===== src/rtl/shift_reg_pkg.sv =====
// rtl/shift_reg_pkg.sv - mode constants and state/op types for the universal shift register
package shift_reg_pkg;

  localparam logic [2:0] MODE_SHIFT  = 3'b000;
  localparam logic [2:0] MODE_ROTATE = 3'b001;
  localparam logic [2:0] MODE_LOAD   = 3'b010;
  localparam logic [2:0] MODE_HOLD   = 3'b011;
  localparam logic [2:0] MODE_ASHIFT = 3'b100;
  localparam logic [2:0] MODE_TX     = 3'b101;
  localparam logic [2:0] MODE_RX     = 3'b110;
  localparam logic [2:0] MODE_RSVD   = 3'b111;

  typedef enum logic {IDLE, XFER} state_e;
  typedef enum logic {TX, RX} xfer_e;
  typedef enum logic [1:0] {OP_LOGIC, OP_ROTATE, OP_ARITH} shift_op_e;

endpackage


===== src/rtl/shift_reg_unit.sv =====
// rtl/shift_reg_unit.sv - combinational one-position shifter shared by all shifting modes
module shift_reg_unit
  import shift_reg_pkg::*;
#(
  parameter int WIDTH = 8
) (
  input  logic [WIDTH-1:0] q_i,
  input  logic             dir_i,
  input  shift_op_e        op_i,
  input  logic             fill_i,
  output logic [WIDTH-1:0] q_o,
  output logic             bit_o
);

  logic in_bit;

  always_comb begin
    bit_o = dir_i ? q_i[0] : q_i[WIDTH-1];
    case (op_i)
      OP_ROTATE: in_bit = bit_o;
      // Arithmetic right replicates the sign; arithmetic left zero-fills.
      OP_ARITH:  in_bit = dir_i ? q_i[WIDTH-1] : 1'b0;
      default:   in_bit = fill_i;
    endcase
    q_o = dir_i ? {in_bit, q_i[WIDTH-1:1]} : {q_i[WIDTH-2:0], in_bit};
  end

endmodule


===== src/rtl/shift_reg_param.sv =====
// rtl/shift_reg_param.sv - universal shift register with self-timed serial TX/RX
module shift_reg_param
  import shift_reg_pkg::*;
#(
  parameter int WIDTH = 8
) (
  input  logic             clk,
  input  logic             rst_n,
  input  logic             enb,
  input  logic             dir,
  input  logic [2:0]       mode,
  input  logic             s_in,
  input  logic [WIDTH-1:0] d,
  output logic [WIDTH-1:0] q,
  output logic             s_out,
  output logic             busy,
  output logic             done
);

  localparam int CNT_W = $clog2(WIDTH + 1);

  state_e           state_q;
  xfer_e            type_q;
  logic             dir_lat_q;
  logic [CNT_W-1:0] cnt_q;
  logic [WIDTH-1:0] q_q;
  logic             s_out_q;
  logic             busy_q;
  logic             done_q;

  logic             u_dir;
  shift_op_e        u_op;
  logic             u_fill;
  logic [WIDTH-1:0] u_q;
  logic             u_bit;

  // During a transfer the latched direction and type steer the shared shifter.
  always_comb begin
    u_dir  = (state_q == XFER) ? dir_lat_q : dir;
    u_op   = OP_LOGIC;
    u_fill = s_in;
    if (state_q == XFER) begin
      if (type_q == TX) u_fill = 1'b0;
    end else if (mode == MODE_ROTATE) begin
      u_op = OP_ROTATE;
    end else if (mode == MODE_ASHIFT) begin
      u_op = OP_ARITH;
    end
  end

  shift_reg_unit #(.WIDTH(WIDTH)) u_unit (
    .q_i    (q_q),
    .dir_i  (u_dir),
    .op_i   (u_op),
    .fill_i (u_fill),
    .q_o    (u_q),
    .bit_o  (u_bit)
  );

  always_ff @(posedge clk or negedge rst_n) begin
    if (!rst_n) begin
      state_q   <= IDLE;
      type_q    <= TX;
      dir_lat_q <= 1'b0;
      cnt_q     <= '0;
      q_q       <= '0;
      s_out_q   <= 1'b0;
      busy_q    <= 1'b0;
      done_q    <= 1'b0;
    end else begin
      done_q <= 1'b0;
      if (enb) begin
        if (state_q == XFER) begin
          q_q     <= u_q;
          s_out_q <= (type_q == TX) ? u_bit : 1'b0;
          cnt_q   <= cnt_q - 1'b1;
          if (cnt_q == CNT_W'(1)) begin
            busy_q  <= 1'b0;
            done_q  <= 1'b1;
            state_q <= IDLE;
          end
        end else begin
          case (mode)
            MODE_SHIFT, MODE_ASHIFT: begin
              q_q     <= u_q;
              s_out_q <= u_bit;
            end
            MODE_ROTATE: begin
              q_q     <= u_q;
              s_out_q <= 1'b0;
            end
            MODE_LOAD: begin
              q_q     <= d;
              s_out_q <= 1'b0;
            end
            MODE_TX: begin
              q_q       <= d;
              cnt_q     <= CNT_W'(WIDTH);
              busy_q    <= 1'b1;
              dir_lat_q <= dir;
              type_q    <= TX;
              state_q   <= XFER;
            end
            MODE_RX: begin
              q_q       <= '0;
              s_out_q   <= 1'b0;
              cnt_q     <= CNT_W'(WIDTH);
              busy_q    <= 1'b1;
              dir_lat_q <= dir;
              type_q    <= RX;
              state_q   <= XFER;
            end
            default: ;
          endcase
        end
      end
    end
  end

  assign q     = q_q;
  assign s_out = s_out_q;
  assign busy  = busy_q;
  assign done  = done_q;

endmodule


===== config.mk =====
export PLATFORM = sky130hd
export DESIGN_NAME = shift_reg_param
export DESIGN_NICKNAME = d
export VERILOG_FILES = /design/src/rtl/shift_reg_pkg.sv /design/src/rtl/shift_reg_unit.sv /design/src/rtl/shift_reg_param.sv
export SDC_FILE = /design/constraint.sdc
export NUM_CORES = 1
export LEC_CHECK = 0
export BUFFER_PORTS_ARGS = -buffer_cell sky130_fd_sc_hd__buf_4
export CELL_PAD_IN_SITES_DETAIL_PLACEMENT = 0
export CELL_PAD_IN_SITES_GLOBAL_PLACEMENT = 1
export CORE_MARGIN = 1
export CORE_UTILIZATION = 40
export DETAILED_ROUTE_END_ITERATION = 10
export GPL_ROUTABILITY_DRIVEN = 0
export PLACE_DENSITY = 0.82
export SETUP_SLACK_MARGIN = 0.1
export SYNTH_ARGS = -nofsm -noshare
export SYNTH_HDL_FRONTEND = slang
export SYNTH_SLANG_ARGS = --single-unit

===== constraint.sdc =====
create_clock -name clk -period 1.7 [get_ports clk]
set_input_delay 0.255 -clock clk [delete_from_list [all_inputs] [get_ports clk]]
set_output_delay 0.255 -clock clk [all_outputs]
set_load 0.03 [all_outputs]

### Yosys cells after proc, flatten, opt, wreduce, memory -nomap -nowiden

Index checks and enable logic that the tools add are counted.

| storage, ports and cells | value |
|---|---|
| output and inout port bits | 11 |
| input bits | 16 |
| register bits after elaboration | 18 |

| cells by class | value |
|---|---|
| equal/unequal tests | 9 |
| reductions and logical operators | 16 |
| bitwise operators | 1 |
| muxes and demuxes | 27 |
| $add $sub $neg | 1 |

Operators by type and width:

| operator | number |
|---|---|
| one-hot mux 8 bit (3 select lines) | 1 |
| 2-to-1 mux 1 bit | 16 |
| 2-to-1 mux 8 bit | 2 |
| == test 3 bit, second input constant | 3 |
| AND reduction 3 bit | 3 |
| 2-to-1 mux 4 bit | 2 |
| 2-to-1 mux 2 bit | 3 |
| one-hot mux 1 bit (2 select lines) | 3 |
| AND reduction 2 bit | 3 |
| OR reduction 2 bit | 3 |
| OR reduction 3 bit | 2 |
| == test 4 x 1 -> 1 bit, second input constant | 1 |
| nonzero test 2 bit | 2 |
| nonzero test 4 bit | 1 |
| subtractor 4 x 1 -> 4 bit, second input constant | 1 |
| == test 3 x 1 -> 1 bit, second input constant | 1 |
| == test 3 x 2 -> 1 bit, second input constant | 1 |
| zero test 3 bit | 1 |
| nonzero test 3 bit | 1 |
| == test 2 x 1 -> 1 bit, second input constant | 1 |
| == test 2 bit, second input constant | 1 |
| inequality test 2 x 1 -> 1 bit, second input constant | 1 |
| NOT 1 bit | 1 |

### Longest topological paths before layout

Gate-level depths: netlist of run 1.

| depth | value |
|---|---|
| depth after elaboration | 9 |
| mapped depth | 6 |

### Hierarchy

A second synthesis of run 1 with hierarchy kept.

| second synthesis, totals | value |
|---|---|
| cell total of the unflattened synthesis | 124 |
| area total of the unflattened synthesis | 1,239.9 um^2 |

By module, submodules not included:

| module | times used | area an instance (um^2) | cells each | seq. area each (um^2) |
|---|---|---|---|---|
| shift_reg_param | 1 | 1,032.2 | 103 | 450.4 |
| shift_reg_unit | 1 | 207.7 | 21 | 0.0 |

### Worst setup path after synthesis of run 1

No wires, ideal clock.

| timing path | value |
|---|---|
| path type | register to register |
| from | register state_q |
| to | register q_q[1], in the netlist q[1] |
| path slack | 0.225 ns |
| data arrival time | 1.350 ns |
| cell stages (with the launch flop) | 7 |
| cell sequence | dfrtp_1 buf_6 mux2i_2 buf_6 mux2i_1 o2bb2ai_1 mux2_2 |

| between the ends | value |
|---|---|
| longest elaborated chain between the ends | 4 |

Ends and longest elaborated chain:

| what | RTL line | text |
|---|---|---|
| start, declared | shift_reg_param.sv:22 | `state_e state_q;` |
| start signal, assigned | shift_reg_param.sv:62 | `state_q <= IDLE;` |
| start signal, assigned | shift_reg_param.sv:80 | `state_q <= IDLE;` |
| start signal, assigned | shift_reg_param.sv:102 | `state_q <= XFER;` |
| 2-to-1 mux 1 bit | shift_reg_param.sv:39 | `u_dir = (state_q == XFER) ? dir_lat_q : dir;` |
| 2-to-1 mux 8 bit | shift_reg_unit.sv:25 | `q_o = dir_i ? {in_bit, q_i[WIDTH-1:1]} : {q_i[WIDTH-2:0], in_bit};` |
| one-hot mux 8 bit (3 select lines) | shift_reg_param.sv:83 | `case (mode)` |
| 2-to-1 mux 8 bit | shift_reg_param.sv:73 | `if (state_q == XFER) begin` |
| end signal, assigned | shift_reg_param.sv:74 | `q_q <= u_q;` |
| end signal, assigned | shift_reg_param.sv:85 | `q_q <= u_q;` |
| end signal, assigned | shift_reg_param.sv:89 | `q_q <= u_q;` |
| end, declared | shift_reg_param.sv:26 | `logic [WIDTH-1:0] q_q;` |

Several ways; a longest one is shown, not always the timed one.
A chain may end at the register's enable or synchronous reset.

### Worst setup path after layout of run 1

| timing path | value |
|---|---|
| from | register state_q |
| to | register q_q[5], in the netlist q[5] |

Same word-level chain as after synthesis.

==> flow_summary.json, run 1 <==
{
  "antenna_cells": 0,
  "post-place-ws_ns": 0.171,
  "grt_antenna_before_repair": 0,
  "whs_ns": 0.209,
  "ir_drop_mv": 0.876,
  "nFillCells": 246,
  "cp.required_ns": 1.89,
  "finClkSkew_ns": 0.000615,
  "io_buffers": 26,
  "syn_avg_cell_area_um2": 10.7,
  "io_pins": 27,
  "fmax_ghz": 0.668,
  "cp_slowest_cell": "dfrtp_1",
  "min_path_type": "input pin to flop",
  "rr_worst_depth": 5,
  "worst-path-buf-inv": 1,
  "drt_wl_total_um": 2440,
  "setup_violations": 0,
  "path_depth": 5,
  "p_leak_nw": 0.636,
  "report.final.slew_viol_count": 0,
  "synth_fp_nets": 122,
  "power.density_nw_per_um2": 1610,
  "h-tree-depth": 1,
  "critPathCaptureType": "flop",
  "status": "finished, final reports clean",
  "yosysUniqueCellTypes": 36,
  "critPathTopFamily": "multiplexers",
  "final_nets": 149,
  "ys_seq_elements": 18,
  "synth_edf_count": 0,
  "layout_common_cells": "buf_4 (27), dfrtp_1 (18), mux2_2 (9), inv_1 (7), o2bb2ai_1 (7)",
  "startpoint_type": "flop",
  "layout-drive-gt1-share": 0.362,
  "initial_utilization": 0.435,
  "dieArea_um2": 3010,
  "placed_area_um2": 1310,
  "drc_errors": 0,
  "grt_max_degree": 19,
  "cts_setup_buffers": 0,
  "track_usage": 0.193,
  "first_pass_iters": 4,
  "async_reset_ff_frac": 1.00,
  "grt_overflow_total": 0,
  "grt_setup_unrepaired": "false",
  "worst-endpoint-arrival_ns": 1.69,
  "die_w_um": 54.9,
  "clk_pin_slew_ns": 0.10,
  "cp_cell_sequence": "mux2i_2 -> buf_6 -> mux2i_1 -> o2bb2ai_1 -> mux2_2",
  "path_class": "flop to flop",
  "vias": 914,
  "cts_tree": "built",
  "finalCritPeriodShare": 0.880,
  "fin_ws_ns": 0.203,
  "rows": 18,
  "ys_warn_count": 0,
  "routedWlPerCell_um": 15.2,
  "grt_pass1_vias": 877,
  "cts_buffer_depth": 2,
  "path_max_fanout": 10,
  "setup_tns_ns": 0,
  "max_cap_violations": 0,
  "vias_per_cell": 5.71,
  "numCtsBuffers": 3,
  "clockRootBuffer": "clkbuf_4",
  "final_cell_area_um2": 1370,
  "cts.sinks": 18,
  "postSynthCellCount": 104,
  "slowest_delay_ns": 0.40,
  "first_iter_violations": 11,
  "hold_depth": 2,
  "synth_area_um2": 1120,
  "max_slew.worst_pin.slew_ns": 0.438,
  "finalPower_mw": 2.21,
  "area_delta_synth_final_pct": 22.4,
  "dp_hpwl_um": 1750,
  "ys.flop_type": "dfrtp_1",
  "seq_area_frac_synth": 0.403,
  "timing.slew.headroom": 0.708,
  "die_height_um": 54.9,
  "final_common_cell": "buf_4",
  "coreArea_um2": 2570,
  "clk_latency_ns": 0.29,
  "grt_pass1_wl_um": 4050,
  "fin_crit_ns": 1.50,
  "hold_violations": 0,
  "final_antenna_net_count": 0
}
-- repair_timing --
action	CTS	global route
endpoints found under the hold margin	18	0
endpoints found under the setup margin	0	8
resized for setup	0	2
hold buffers	1	0
-- state kept, by name, summed over array words and instances (netlist names) --
name and flops:
q 8, busy 1, dir_lat_q 1, type_q 1, s_out 1, done 1
cnt_q 4, state_q 1
-- where the power goes --
group          switching [mW]  total, mW  internal [mW]
Clock                   0.131      0.262          0.131
Sequential              0.177      0.784          0.608
Combinational           0.619       1.16          0.541
-- metal layers --
metal / part of all wire / track usage
met1: 0.45 / 0.247
met2: 0.50 / 0.325
met3: 0.039 / 0.0417
met4: 0.0099 / 0.0513
met5: 0 / 0
-- metrics by stage --
step | util | instances
6_report | 0.533 | 160
3_3_place_gp | 0.511 | 155
5_1_grt | 0.533 | 160
2_1_floorplan | - | 104
4_1_cts | 0.529 | 160
3_5_place_dp | 0.511 | 155
-- area by class of cell --
cell class              count  area, um2  area share
flip-flops and latches     18        450       0.329
inverters                   7       26.3      0.0192
repair buffers             29        224       0.164
clock buffers               4       36.3      0.0265
well taps                  30       37.5      0.0274
multi-input cells          72        593       0.434
-- Yosys cell counts (all sizes together) (2+ instances only) --
cell type	instances	area, um2
dfrtp	18	450
ha	2	25.0
nand3b	3	35.0
mux2	9	101
a21oi	7	50.1
nand2b	4	25.0
nand3	3	15.0
buf	6	50.0
nand2	2	7.51
a32oi	2	17.5
inv	7	26.3
o31ai	2	15.0
o2bb2ai	7	61.3
o21ai	7	38.8
nor2	3	11.3
mux2i	7	73.8
o22ai	3	18.8
-- worst paths after layout --
kind | start | endpoint | slack, ns
setup / recovery | state_q | q[5] | 0.20
hold / removal | dir | dir_lat_q | 0.21
setup reg to reg | state_q | q[5] | 0.20
hold reg to reg | s_out | s_out | 0.51
max in group asynchronous | rst_n | type_q | 1.15
min in group asynchronous | rst_n | q[3] | 0.35
-- worst register-to-register path, stage by stage (launching register included) --
cell and delay, ns:
dfrtp_1 0.40, mux2i_2 0.27, buf_6 0.19, mux2i_1 0.19, o2bb2ai_1 0.08, mux2_2 0.27
-- kinds of logic (layout without fill, tap and decap cells) --
family                     after synthesis  in the layout  share of synthesized area
buffers and inverters                   14             40                     0.0717
AOI/OAI and AO/OA                       33             33                      0.221
adders and majority gates                2              2                     0.0224
DFF                                     18             18                      0.403
and+or+nand+nor                         19             19                      0.110
xor gates and xnor gates                 2              2                     0.0157
muxes                                   16             16                      0.157
(Power assumes the default switching activity.)
==> inputs of run 2 (changes only) <==
- RECOVER_POWER: default -> 100
==> run 2 against run 1 <==
Combinational power fell by 8%. Via count grew 0.11%. First-iteration DRC count is 45% higher. Die area is the same. Design area shrank 4.0%. Final cell count unchanged. Clock power barely moved. Total power fell by 4.7%. Global-route usage unchanged. Critical path depth is the same. Clock skew about the same. Critical path type unchanged. Largest power group unchanged. Highest routed layer unchanged.
==> flow_summary.json, run 2 (synthesized netlist as in run 1, its figures left out) <==
{
  "status": "finished, final reports clean",
  "p_leak_nw": 0.592,
  "final_antenna_net_count": 0,
  "antenna_cells": 0,
  "numCtsBuffers": 3,
  "vias_per_cell": 5.72,
  "layout-drive-gt1-share": 0.254,
  "rows": 18,
  "slowest_delay_ns": 0.40,
  "cp.required_ns": 1.89,
  "max_cap_violations": 0,
  "max_slew.worst_pin.slew_ns": 0.973,
  "path_max_fanout": 10,
  "finalCritPeriodShare": 0.903,
  "cp_cell_sequence": "mux2i_1 -> buf_6 -> mux2i_1 -> o2bb2ai_1 -> mux2_2",
  "first_pass_iters": 4,
  "fmax_ghz": 0.652,
  "grt_overflow_total": 0,
  "critPathTopFamily": "multiplexers",
  "finClkSkew_ns": 0.000628,
  "hold_violations": 0,
  "final_common_cell": "dfrtp_1",
  "worst-endpoint-arrival_ns": 1.72,
  "r2r_slack_ns": 0.17,
  "die_height_um": 54.9,
  "h-tree-depth": 1,
  "hold_end": "dir_lat_q",
  "layout_common_cells": "dfrtp_1 (18), buf_4 (15), clkbuf_1 (12), mux2_2 (9)",
  "setup_violations": 0,
  "initial_utilization": 0.435,
  "largest_reg_flops": 8,
  "io_buffers": 26,
  "io_pins": 27,
  "drc_errors": 0,
  "rr_worst_depth": 5,
  "path_depth": 5,
  "path_class": "flop to flop",
  "area_delta_synth_final_pct": 17.5,
  "drt_wl_total_um": 2430,
  "cts_buffer_depth": 2,
  "whs_ns": 0.207,
  "r2r_end": "q[5]",
  "startpoint_type": "flop",
  "grt_pass1_vias": 877,
  "cts_setup_buffers": 0,
  "grt_antenna_before_repair": 0,
  "grt_pass1_wl_um": 4050,
  "grt_max_degree": 19,
  "cts_tree": "built",
  "clk_pin_slew_ns": 0.10,
  "grt_setup_unrepaired": "false",
  "placed_area_um2": 1310,
  "cts.sinks": 18,
  "routedWlPerCell_um": 15.2,
  "power.density_nw_per_um2": 1600,
  "die_w_um": 54.9,
  "worst-path-buf-inv": 1,
  "vias": 915,
  "dp.cells": 155,
  "hold_depth": 2,
  "report.final.slew_viol_count": 0,
  "first_iter_violations": 16,
  "dieArea_um2": 3010,
  "r2r-start": "state_q",
  "fin_crit_ns": 1.53,
  "clockRootBuffer": "clkbuf_4",
  "setup_tns_ns": 0,
  "timing.slew.headroom": 0.351,
  "crit_top_cell": "mux2i_1",
  "final_cell_area_um2": 1310,
  "finalPower_mw": 2.10,
  "min-delay-start": "dir",
  "min_path_type": "input pin to flop",
  "critPathCaptureType": "flop",
  "ir_drop_mv": 0.857,
  "clk_latency_ns": 0.29,
  "coreArea_um2": 2570,
  "final_nets": 149,
  "fin_cells": 160,
  "track_usage": 0.193,
  "cp_slowest_cell": "dfrtp_1",
  "dp_hpwl_um": 1750
}
## run 2: cell types whose count changed in the layout (fill, tap and decap cells not counted)
cell / before / now
mux2i_2: 1 / 0
buf_4: 27 / 15
mux2i_1: 6 / 7
nor4b_1: 0 / 1
clkbuf_1: 0 / 12
nor4b_2: 1 / 0
## run 2: power breakdown
group / switching (mW) / internal [mW] / leakage (nW) / total (mW)
sequential: 0.168 / 0.608 / 0.225 / 0.776
clock: 0.131 / 0.131 / 0.0210 / 0.262
combinational: 0.621 / 0.446 / 0.346 / 1.07
## run 2: what timing repair did
item | CTS | global route
endpoints found under the setup margin | 0 | 8
resized for setup | 0 | 2
hold buffers | 1 | 0
endpoints found under the hold margin | 18 | 0
## run 2: how the worst max path moves through the flow
stage                        from   end  slack (ns)
final                     state_q  q[5]        0.17
after floorplan           state_q  q[1]        0.23
after global routing      state_q  q[6]        0.08
after global placement    state_q  q[6]        0.21
after CTS                 state_q  q[3]        0.17
after detailed placement  mode[0]  q[3]        0.17
## run 2: per-stage QoR
step | setup WS [ns] | utilization
5_1_grt | 0.0782 | 0.511
6_report | 0.165 | 0.511
2_1_floorplan | 0.225 | -
3_5_place_dp | 0.171 | 0.511
3_3_place_gp | 0.205 | 0.511
4_1_cts | 0.174 | 0.529
## run 2: area by class of cell
cell class / instances / area, um2
clock buffers: 4 / 36.3
fillers: 261 / 1250
inverters: 7 / 26.3
multi-input cells: 72 / 583
flip-flops and latches: 18 / 450
well taps: 30 / 37.5
repair buffers: 29 / 179
## run 2: per-layer routing
metal | vias up | track usage | wire length, um
li1 | 441 | - | -
met1 | 451 | 0.247 | 1100
met2 | 19 | 0.325 | 1220
met3 | 4 | 0.0417 | 89
met4 | 0 | 0.0513 | 24
met5 | - | 0 | 0
==> inputs of run 3 (changes only) <==
- CORE_UTILIZATION: 40 -> 41
- PLACE_DENSITY: 0.82 -> 0.83
- SYNTH_HIERARCHICAL: default -> 1
==> run 3 against run 2 <==
Highest routed layer unchanged. Worst setup slack worse by 0.32 ns. Sequential share of layout area fell by 5.1 points. Worst hold slack got worse by 0.0080 ns. The run now ends with design-rule violations, negative setup slack left. Routed wire length up 17%. Total power rose by 22%. Non-clock buffer count up 6. Clock-buffer cell count stayed put. Die area grew 8.0%.
==> flow_summary.json, run 3 <==
{
  "gr-usage-met2": 0.296,
  "ys.flop_type": "dfrtp_1",
  "vias_per_cell": 5.49,
  "io_buffers": 26,
  "synth_area_um2": 1240,
  "slowest_delay_ns": 0.46,
  "worst-endpoint-arrival_ns": 2.03,
  "initial_utilization": 0.442,
  "p_leak_nw": 0.679,
  "grt_antenna_before_repair": 0,
  "seq_area_um2": 452,
  "whs_ns": 0.199,
  "final_nets": 177,
  "critPathCaptureType": "flop",
  "cp_cell_sequence": "buf_6 -> mux2_4 -> mux2_4 -> a32o_1 -> a221oi_2 -> a21oi_1",
  "synth_area_leaders": "dfrtp_1 (36%), mux2_4 (9.7%), a21oi_1 (5.2%), a22oi_1 (4.2%), ha_1 (4.0%)",
  "synth_top_area_cell": "dfrtp_1",
  "fin_crit_ns": 1.85,
  "fin_ws_ns": -0.154,
  "grt_pass1_wl_um": 4810,
  "grt_use_met3": 0.0204,
  "synth_fp_nets": 144,
  "die_height_um": 57.0,
  "dieArea_um2": 3250,
  "yosysMostFrequentCell": "dfrtp_1",
  "min_path_type": "input pin to flop",
  "worst-path-buf-inv": 1,
  "r2r_end": "q[5]",
  "cts_tree": "built",
  "synth_top_area_frac": 0.363,
  "dp_hpwl_um": 2080,
  "startpoint": "state_q",
  "grt_setup_unrepaired": "true",
  "yosysUniqueCellTypes": 42,
  "finalCritPeriodShare": 1.09,
  "clockRootBuffer": "clkbuf_4",
  "ys_warn_count": 6,
  "grt_pass1_vias": 1001,
  "path_max_fanout": 3,
  "numCtsBuffers": 3,
  "h-tree-depth": 1,
  "routedWlPerCell_um": 15.2,
  "cts.sinks": 18,
  "ir_drop_mv": 0.662,
  "rr_worst_depth": 6,
  "async_reset_ff_frac": 1.00,
  "path_depth": 6,
  "grt_max_degree": 19,
  "fmax_ghz": 0.539,
  "synth_top_cells_by_count": "dfrtp_1 (18), a21oi_1 (13), nor2_1 (11)",
  "syn_avg_cell_area_um2": 10.0,
  "report.final.slew_viol_count": 0,
  "hold_violations": 0,
  "coreArea_um2": 2810,
  "worstSetupEndpoint": "q[5]",
  "antenna_cells": 0,
  "max_cap_violations": 0,
  "synth_edf_count": 0,
  "finalPower_mw": 2.56,
  "timing.slew.headroom": 0.337,
  "path_class": "flop to flop",
  "max_slew.worst_pin.slew_ns": 0.994,
  "startpoint_type": "flop",
  "die_w_um": 57.0,
  "largest_reg_flops": 8,
  "failed_checks": "design-rule violations, negative setup slack",
  "track_usage": 0.192,
  "grt_use_met1": 0.266,
  "clk_pin_slew_ns": 0.11,
  "area_delta_synth_final_pct": 24.8,
  "critPathTopFamily": "multiplexers",
  "status": "finished, violations left",
  "final_antenna_net_count": 0,
  "seq_area_frac_synth": 0.363,
  "drc_errors": 4,
  "clk_latency_ns": 0.29,
  "drt_wl_total_um": 2830,
  "nFillCells": 274,
  "grt_overflow_total": 0,
  "io_pins": 27,
  "power.density_nw_per_um2": 1660,
  "first_iter_violations": 24,
  "multiInputGateArea_um2": 763,
  "cp.required_ns": 1.88,
  "vias": 1026,
  "r2r-start": "state_q",
  "cp_slowest_cell": "dfrtp_2",
  "cts_setup_buffers": 0,
  "final_common_cell": "buf_4",
  "finClkSkew_ns": 0.00202,
  "layout-drive-gt1-share": 0.359,
  "cts_buffer_depth": 2,
  "top_usage_layer": "met2",
  "r2r_slack_ns": -0.15,
  "layout_common_cells": "buf_4 (21), dfrtp_1 (17), nor2_1 (12), a21oi_1 (12), clkbuf_1 (12)",
  "setup_violations": 8,
  "first_pass_iters": 9,
  "crit_top_cell": "mux2_4",
  "postSynthCellCount": 124,
  "rows": 19,
  "ys_seq_elements": 18
}
## run 3: changes by cell type after synthesis, sizes merged, moves of 2 or more
cell / previous run / this run
nand2: 2 / 5
a22oi: 0 / 7
a221oi: 0 / 2
mux2i: 7 / 0
o2bb2ai: 7 / 1
ha: 2 / 4
nand3b: 3 / 1
nor2: 3 / 13
nor3b: 0 / 2
a32oi: 2 / 0
inv: 7 / 9
a21oi: 7 / 13
## run 3: logic make-up after synthesis
group	count (synthesis)	synth area share
simple gates	36	0.168
compound gates	39	0.226
flops	18	0.363
fa+ha+maj	4	0.0404
mux	10	0.115
xor+xnor	1	0.0131
buf+inv	16	0.0747
## run 3: layout make-up
class	instances	share of cell area
inverters	9	0.0218
repair buffers	35	0.145
clock buffers	4	0.0234
well taps	31	0.0251
flip-flops and latches	18	0.292
multi-input cells	90	0.493
## run 3: worst min-delay path by stage
stage | to | slack (ns) | depth (start not counted) | start
global placement | done | 0.14 | 1 | rst_n
global route | dir_lat_q | 0.19 | 2 | dir
finish | dir_lat_q | 0.20 | 2 | dir
CTS | dir_lat_q | 0.19 | 2 | dir
floorplan | busy | -0.04 | 0 | rst_n
detailed placement | cnt_q[2] | 0.14 | 1 | rst_n
## run 3: stage by stage
stage	worst slack, ns	TNS [ns]	std cells	instance area [um2]	utilization
final	-0.154	-0.850	187	1550	0.552
after detailed placement	-0.270	-0.935	182	1490	0.531
after floorplan	-0.227	-0.529	124	1260	-
after CTS	-0.184	-1.07	187	1580	0.564
after global routing	-0.216	-1.57	187	1550	0.552
after global placement	-0.172	-0.546	182	1490	0.531
## run 3: routing by layer
metal | part of all wire | up-vias | wire length (um)
li1 | - | 511 | -
met1 | 0.47 | 496 | 1340
met2 | 0.48 | 13 | 1370
met3 | 0.020 | 6 | 56
met4 | 0.024 | 0 | 67
met5 | 0 | - | 0
## run 3: repair_timing
action,in CTS,in global routing
hold endpoints to repair,18,0
pin swaps,1,6
resized for setup,8,5
endpoints found under the setup margin,9,9
hold buffers,1,0
## run 3: where the power goes
part	switching, mW	internal (mW)
logic	0.784	0.699
clock network	0.138	0.131
registers	0.190	0.620
total	1.11	1.45
## run 3: worst reg2reg max path, cell delays in order, from the launching register on
cell	delay, ns
dfrtp_2	0.46
buf_6	0.13
mux2_4	0.31
mux2_4	0.31
a32o_1	0.22
a221oi_2	0.22
a21oi_1	0.09
